$ cat src/rtl/key_scan_pkg.sv
// Shared definitions for the keypad scanner: ModeKey command bits, key map and FSM states.
package key_scan_pkg;

    localparam logic [7:0] MK_UP      = 8'h01;
    localparam logic [7:0] MK_DOWN    = 8'h02;
    localparam logic [7:0] MK_LEFT    = 8'h04;
    localparam logic [7:0] MK_RIGHT   = 8'h08;
    localparam logic [7:0] MK_RESTART = 8'h10;
    localparam logic [7:0] MK_MODE1   = 8'h20;
    localparam logic [7:0] MK_MODE2   = 8'h40;
    localparam logic [7:0] MK_UNDO    = 8'h80;

    // Indexed by key code row*4+col; zero entries are keys with no command.
    localparam logic [7:0] KEYMAP [16] = '{
        MK_RESTART, MK_UP,  8'h00,    8'h00,
        MK_LEFT,    8'h00,  MK_RIGHT, 8'h00,
        8'h00,      MK_DOWN, 8'h00,   8'h00,
        MK_MODE1,   MK_MODE2, 8'h00,  MK_UNDO
    };

    typedef enum logic [1:0] {
        SCAN,
        DEBOUNCE,
        HOLD,
        RELEASE
    } state_t;

    function automatic logic [1:0] low_row(input logic [3:0] pat_n);
        logic [1:0] r;
        r = 2'd3;
        if (!pat_n[2]) r = 2'd2;
        if (!pat_n[1]) r = 2'd1;
        if (!pat_n[0]) r = 2'd0;
        return r;
    endfunction

    function automatic logic [3:0] col_drive(input logic [1:0] c);
        return ~(4'b0001 << c);
    endfunction

endpackage

$ cat src/rtl/key_debounce_sync.sv
// Row input synchronizer and the scan divider that marks each column's sample point.
module key_debounce_sync #(
    parameter int SCAN_DIV = 32768
) (
    input  logic       clk,
    input  logic       rst,
    input  logic [3:0] row_n,
    output logic [3:0] row_sync,
    output logic       sample
);

    localparam int DW = (SCAN_DIV > 1) ? $clog2(SCAN_DIV) : 1;

    logic [3:0]    row_meta;
    logic [DW-1:0] div_cnt;

    always_ff @(posedge clk or posedge rst) begin
        if (rst) begin
            row_meta <= '1;
            row_sync <= '1;
            div_cnt  <= '0;
        end else begin
            row_meta <= row_n;
            row_sync <= row_meta;
            div_cnt  <= sample ? '0 : div_cnt + DW'(1);
        end
    end

    assign sample = (div_cnt == DW'(SCAN_DIV - 1));

endmodule

$ cat src/rtl/key_scan_encoder.sv
// 4x4 keypad scanner: debounces a press in the driven column, emits a held one-hot ModeKey
// command, then waits for a debounced release before scanning resumes.
module key_scan_encoder
    import key_scan_pkg::*;
#(
    parameter int SCAN_DIV       = 32768,
    parameter int DEBOUNCE_SCANS = 4,
    parameter int HOLD_CYCLES    = 65536
) (
    input  logic       clk,
    input  logic       rst,
    input  logic [3:0] row_n,
    output logic [3:0] col_n,
    output logic [7:0] ModeKey,
    output logic [3:0] key_code,
    output logic       key_valid
);

    localparam int DBW = $clog2(DEBOUNCE_SCANS + 1);
    localparam int HW  = (HOLD_CYCLES > 1) ? $clog2(HOLD_CYCLES) : 1;

    state_t         state;
    logic [1:0]     col;
    logic [3:0]     pat_n;
    logic [DBW-1:0] deb_cnt;
    logic [DBW-1:0] rel_cnt;
    logic [HW-1:0]  hold_cnt;
    logic [3:0]     row_sync;
    logic           sample;
    logic [3:0]     key_idx;

    key_debounce_sync #(
        .SCAN_DIV(SCAN_DIV)
    ) u_sync (
        .clk     (clk),
        .rst     (rst),
        .row_n   (row_n),
        .row_sync(row_sync),
        .sample  (sample)
    );

    assign key_idx = {low_row(pat_n), col};

    always_ff @(posedge clk or posedge rst) begin
        if (rst) begin
            state     <= SCAN;
            col       <= '0;
            col_n     <= 4'b1110;
            pat_n     <= '1;
            deb_cnt   <= '0;
            rel_cnt   <= '0;
            hold_cnt  <= '0;
            ModeKey   <= '0;
            key_code  <= '0;
            key_valid <= 1'b0;
        end else begin
            key_valid <= 1'b0;
            case (state)
                SCAN: begin
                    if (sample) begin
                        if (row_sync == 4'b1111) begin
                            col   <= col + 2'd1;
                            col_n <= col_drive(col + 2'd1);
                        end else begin
                            pat_n   <= row_sync;
                            deb_cnt <= DBW'(1);
                            state   <= DEBOUNCE;
                        end
                    end
                end
                DEBOUNCE: begin
                    if (sample) begin
                        if (row_sync != pat_n) begin
                            deb_cnt <= '0;
                            col     <= col + 2'd1;
                            col_n   <= col_drive(col + 2'd1);
                            state   <= SCAN;
                        end else if (deb_cnt == DBW'(DEBOUNCE_SCANS - 1)) begin
                            // This matching sample is the DEBOUNCE_SCANS-th one: accept now.
                            deb_cnt   <= '0;
                            key_code  <= key_idx;
                            key_valid <= 1'b1;
                            ModeKey   <= KEYMAP[key_idx];
                            hold_cnt  <= '0;
                            state     <= HOLD;
                        end else begin
                            deb_cnt <= deb_cnt + DBW'(1);
                        end
                    end
                end
                HOLD: begin
                    if (hold_cnt == HW'(HOLD_CYCLES - 1)) begin
                        ModeKey  <= '0;
                        hold_cnt <= '0;
                        rel_cnt  <= '0;
                        state    <= RELEASE;
                    end else begin
                        hold_cnt <= hold_cnt + HW'(1);
                    end
                end
                RELEASE: begin
                    if (sample) begin
                        if (row_sync != 4'b1111) begin
                            rel_cnt <= '0;
                        end else if (rel_cnt == DBW'(DEBOUNCE_SCANS - 1)) begin
                            rel_cnt <= '0;
                            col     <= col + 2'd1;
                            col_n   <= col_drive(col + 2'd1);
                            state   <= SCAN;
                        end else begin
                            rel_cnt <= rel_cnt + DBW'(1);
                        end
                    end
                end
                default: state <= SCAN;
            endcase
        end
    end

endmodule

$ cat config.mk
export PLATFORM = sky130hd
export DESIGN_NAME = key_scan_encoder
export DESIGN_NICKNAME = d
export VERILOG_FILES = /design/src/rtl/key_scan_pkg.sv /design/src/rtl/key_debounce_sync.sv /design/src/rtl/key_scan_encoder.sv
export SDC_FILE = /design/constraint.sdc
export NUM_CORES = 1
export LEC_CHECK = 0
export ABC_AREA = 0
export ABC_CLOCK_PERIOD_IN_PS = 2370
export CAP_MARGIN = 5
export CORE_UTILIZATION = 32
export CTS_BUF_LIST = sky130_fd_sc_hd__clkbuf_8
export DETAILED_ROUTE_END_ITERATION = 7
export PLACE_DENSITY = 0.51
export SYNTH_ARGS = -nofsm -noshare
export SYNTH_HDL_FRONTEND = slang
export SYNTH_SLANG_ARGS = --single-unit
$ cat constraint.sdc
create_clock -name clk -period 2.37 [get_ports clk]
set_input_delay 0.474 -clock clk [delete_from_list [all_inputs] [get_ports clk]]
set_output_delay 0.474 -clock clk [all_outputs]
set_load 0.03 [all_outputs]
Yosys cells after proc, flatten, opt, wreduce, memory -nomap -nowiden
Memories as Yosys holds them, arrays and structs flattened.
Cells that the tools add are included.
- bits in registers: 70
- memory bits (read-only): 128
- bits of input ports: 6
- output and inout port bits: 17
- logic and storage cells: 117
- memories: 1
- memories (name ; depth ; width ; read ports ; clocked after memory_dff ; wr ports ; RTL line ; text):
    (name not given) ; 16 ; 8 ; 1 ; 0 ; 0 ; key_scan_encoder.sv:83 ; ModeKey <= KEYMAP[key_idx];
- add/sub/neg operators: 5
- order comparisons: 1
- equality and inequality tests: 22
- shifts and indexed selects: 1
- mux-type cells: 57
- bitwise operators: 4
- reductions and logical operators: 13
- operators with widths (kind ; count):
    $mux W16 ; 4
    $mux W8 ; 6
    $mux W2 ; 18
    $pmux W16 S2 ; 1
    $mux W4 ; 7
    $mux W3 ; 9
    $add A16 B1 Y16 const B ; 1
    $eq A16 B16 Y1 const B ; 1
    $ne A2 B2 Y1 const B ; 8
    $pmux W8 S2 ; 1
    $reduce_and A8 Y1 ; 2
    $add A15 B1 Y15 const B ; 1
    $eq A15 B15 Y1 const B ; 1
    $mux W15 ; 1
    $pmux W3 S2 ; 2
    $pmux W4 S3 ; 1
    $reduce_and A4 Y1 ; 3
    $pmux W2 S4 ; 1
    $add A3 B1 Y3 const B ; 2
    $eq A3 B2 Y1 const B ; 2
    $ne A2 B1 Y1 const B ; 3
    $pmux W2 S3 ; 1
    $reduce_and A3 Y1 ; 2
    $reduce_bool A2 Y1 ; 3
    other kinds (16) ; 22

Depth between registers and ports, before layout
- depth in word-level cells: 11
- depth in mapped cells: 7
- depth with buffers taken out: 6

Hierarchy
Synthesis repeated with hierarchy kept, for this count alone.
- cells, all modules: 306
- area total of the unflattened synthesis: 3397.0 um2
- modules (own cells, without submodules) (module ; instances ; cells an instance ; area an instance (um2) ; seq. area each (um2)):
    key_scan_encoder ; 1 ; 232 ; 2483.6 ; 1184.9
    key_debounce_sync ; 1 ; 74 ; 913.4 ; 585.6

Least setup slack after synthesis
Ideal clock, no wire load.
- kind: reg-to-reg
- from: register pat_n[1]
- to: register hold_cnt[3]
- library setup time: 0.120 ns
- arrival: 1.895 ns
- data required time: 2.250 ns
- slack: 0.355 ns
- cell stages (with the launch flop): 7
- buffers on the path: 1
- period minus slack after synthesis: 2.015 ns
- path through: dfstp_2 > xor2_1 > nor4_4 > nand2_2 > or4_4 > buf_6 > o211a_1
- cells in the longest elaborated chain, start to end: 3
- RTL lines (what ; RTL line ; text):
    from (decl) ; key_scan_encoder.sv:24 ; logic [3:0] pat_n;
    from (signal assigned) ; key_scan_encoder.sv:65 ; pat_n <= row_sync;
    $ne A4 B4 Y1 ; key_scan_encoder.sv:73 ; if (row_sync != pat_n) begin
    $ne A2 B2 Y1 (no source line) ; n/a ;
    $reduce_and A4 Y1 (no source line) ; n/a ;
    to (signal assigned) ; key_scan_encoder.sv:98 ; hold_cnt <= hold_cnt + HW'(1);
    to (decl) ; key_scan_encoder.sv:27 ; logic [HW-1:0] hold_cnt;
No other way between the ends.
A chain may end at the register's enable or synchronous reset.

Worst setup path after layout
- from: register pat_n[1]
- to: register ModeKey[7]
- cells in the longest elaborated chain, start to end: 10
- elaborated cells on any way between the ends: 13
- those cells by class: eq/ne (2); mux (8); bitwise (1); reduce/logical (1); memory (1)
- RTL lines (what ; RTL line ; text):
    $mux W2 ; key_scan_pkg.sv:32 ; if (!pat_n[1]) r = 2'd1;
    $mux W2 ; key_scan_pkg.sv:33 ; if (!pat_n[0]) r = 2'd0;
    $not A4 Y5 (not written as such) ; key_scan_encoder.sv:83 ;
    $mem_v2 Z16 W8 ; n/a ;
    $mux W8 (not written as such) (2 in a row) ; key_scan_encoder.sv:83 ;
    $mux W8 ; key_scan_encoder.sv:78 ; end else if (deb_cnt == DBW'(DEBOUNCE_SCANS - 1)) begin
    $mux W8 ; key_scan_encoder.sv:73 ;
    $mux W8 ; key_scan_encoder.sv:72 ; if (sample) begin
    $pmux W8 S2 ; key_scan_encoder.sv:58 ; case (state)
    to (signal assigned) ; key_scan_encoder.sv:83 ;
    to (decl) ; key_scan_encoder.sv:14 ; output logic [7:0] ModeKey,
Several ways; a longest one is shown, not always the timed one. The select of a mux whose other input is x is not followed.

==> flow_summary.yaml <==
finish:
  nets: 374
  drive_above_1_share_pct: 19.5
  multiInputGateArea_um2: 1490
  utilization_pct: 40.9
  seqCellArea_um2: 1770
  mostFrequentLayoutCells: "dfrtp_1 (55), nand2_1 (37), nor2_1 (32), nand3_1 (24), clkdlybuf4s50_1 (22)"
  antennaDiodeCount: 0
  final_common_cell: "dfrtp_1"
  fillers: 981
  area_delta_synth_final_pct: 21.8
flow_run:
  drv_cap: 0
synthesis:
  synthTopCellsByArea: "dfrtp_1 (41%), dfstp_2 (12%), xor2_1 (5.2%), nand2_1 (4.2%), nand3_1 (3.6%)"
  synth_nets: 332
  synth.avg_cell_area_um2: 10.5
  synth_edf_count: 0
  synth.top_cell.area_share_pct: 41.2
  ys_warn_count: 0
  syn_area_um2: 3340
  synth_top_cell_by_area: "dfrtp_1"
  async_flop_share_pct: 100
  synthesis.instances: 317
  ys.flop_type: "dfrtp_1"
  postSynthRegisterBits: 70
  synth.distinct_cells: 49
  ys_seq_area_share_pct: 53.0
power:
  leakage_uw: 0.00174
  irDropWorstVdd_mv: 0.293
  powerDensity_nw_per_um2: 601
timing:
  period_share_pct: 93.0
  finalSetupViolations: 0
  slew_headroom_pct: 68.5
  drv_slew: 0
  hold_viol: 0
  rsz0062_at_grt: "false"
  setup-tns-final_ns: 0
  worstMarginPinSlew_ns: 0.468
  finClkSkew_ns: 0.00846
  period_needed_ns: 2.20
  max_freq_mhz: 454
critical_path:
  cp.arrival_ns: 2.48
  crit_path_start_kind: "flop"
  worst-path-max-fanout: 11
  critical_path_class: "reg -> reg"
  critPathCaptureType: "flop"
  required_ns: 2.64
die:
  coreArea_um2: 9950
  ios: 23
  start_util_pct: 33.6
  die_y_um: 104
  fp-row-count: 36
  die_area_um2: 10900
  die_x_um: 104
run_status:
  status: "finished clean"
placed_design:
  post-dp-hpwl_um: 4650
  place_congestion: 0.762
  io_buffers: 22
clocking:
  ctsHoldBuffers: 0
  post_cts_buffers: 0
  cts_sinks: 70
  post_cts_resized: 0
  clockBufferDepth: 2
  clk-insertion-delay-late_ns: 0.34
  h-tree-depth: 3
  root_buffer: "clkbuf_8"
  tritoncts: "done"
  clk_pin_slew_worst_paths_ns: 0.08
  cts_buffers: 9
global_route:
  antenna_found_initial: 0
  grt_pass1_vias: 2436
  grt_use_total_pct: 13.3
  grt_max_degree: 56
  grt_overflow_total: 0
  grt_pass1_wl_um: 11500
detailed_routing:
  first_iter_violations: 88
  routed_via_density: 4.78
  wl_per_cell_um: 13.3
  dr.pass1.iters: 4
  ant_nets: 0
  drc: 0
  via_count: 2377
  wl_um: 6600
hold_path:
  hold_class: "reg -> reg"
## worst max-delay path: stages (launching register included)
cell and delay (ns):
dfstp_2 0.59, xor2_1 0.11, nor4_4 0.40, nand2_2 0.14, or4_4 0.52, buf_4 0.21
o21ai_0 0.15
## power breakdown
part	internal, uW	switching [uW]	leakage [uW]
combinational	14.2	29.3	0.000702
clock	727	465	0.000128
sequential	1210	4.89	0.000911
total	1950	499	0.00174
## kinds of logic after synthesis
kind of cell,synth area share (%)
xor+xnor,7.86
compound gates,7.19
simple gates,23.2
buf+inv,2.55
fa+ha+maj,3.37
flops,53.0
mux,2.88
## synthesized netlist by cell type (5+ instances only)
| master | number |
|---|---|
| o21ai_2 | 9 |
| ha_1 | 9 |
| xnor2_1 | 10 |
| nor3_1 | 9 |
| dfrtp_1 | 55 |
| inv_1 | 13 |
| nor2_1 | 32 |
| nand2_1 | 37 |
| dfstp_2 | 15 |
| o21ai_0 | 7 |
| xor2_1 | 20 |
| nor2b_1 | 5 |
| nand3_1 | 24 |
| nand4_1 | 10 |
| mux2_2 | 5 |
## worst paths after layout
path,from,depth (start not counted),slack [ns],endpoint
setup / recovery,pat_n[1],6,0.17,ModeKey[7]
hold / removal,u_sync.row_meta[2],0,0.35,u_sync.row_sync[2]
setup reg to reg,pat_n[1],6,0.17,ModeKey[7]
hold reg to reg,u_sync.row_meta[2],0,0.35,u_sync.row_sync[2]
max in group asynchronous,rst,3,1.31,col_n[1]
min in group asynchronous,rst,2,0.41,u_sync.div_cnt[2]
## layout make-up
class	instances	area share (%)
Sequential cell	70	43.5
Clock buffer	10	3.38
Multi-Input combinational cell	227	36.5
Timing Repair Buffer	38	8.67
Tap cell	133	4.09
Clock inverter	6	2.67
Inverter	13	1.20
## flip-flops by register name, indices dropped and copies added, names as in the netlist, 2 cells and up, named ones only
name,count
rel_cnt,3
pat_n,4
hold_cnt,16
u_sync.row_meta,4
u_sync.row_sync,4
key_code,4
col_n,4
col,2
deb_cnt,3
u_sync.div_cnt,15
ModeKey,8
## per-stage QoR
step	std cells	instance area [um2]	hold slack, ns	total power, uW	setup slack, ns
floorplan	317	3340	0.345	1260	0.153
global placement	481	3820	0.346	1280	0.214
CTS	497	4070	0.353	2480	0.145
detailed placement	481	3820	0.347	1280	0.165
finish	497	4070	0.351	2450	0.166
global route	497	4070	0.355	2530	0.00356
## per-layer routing
layer,GRT usage [%],vias up,routed length [um]
li1,-,1178,-
met1,17.2,1162,3210
met2,22.1,27,3130
met3,3.20,10,173
met4,3.98,0,83
met5,0,-,0
Note: power is estimated with default switching activity, not from simulation.
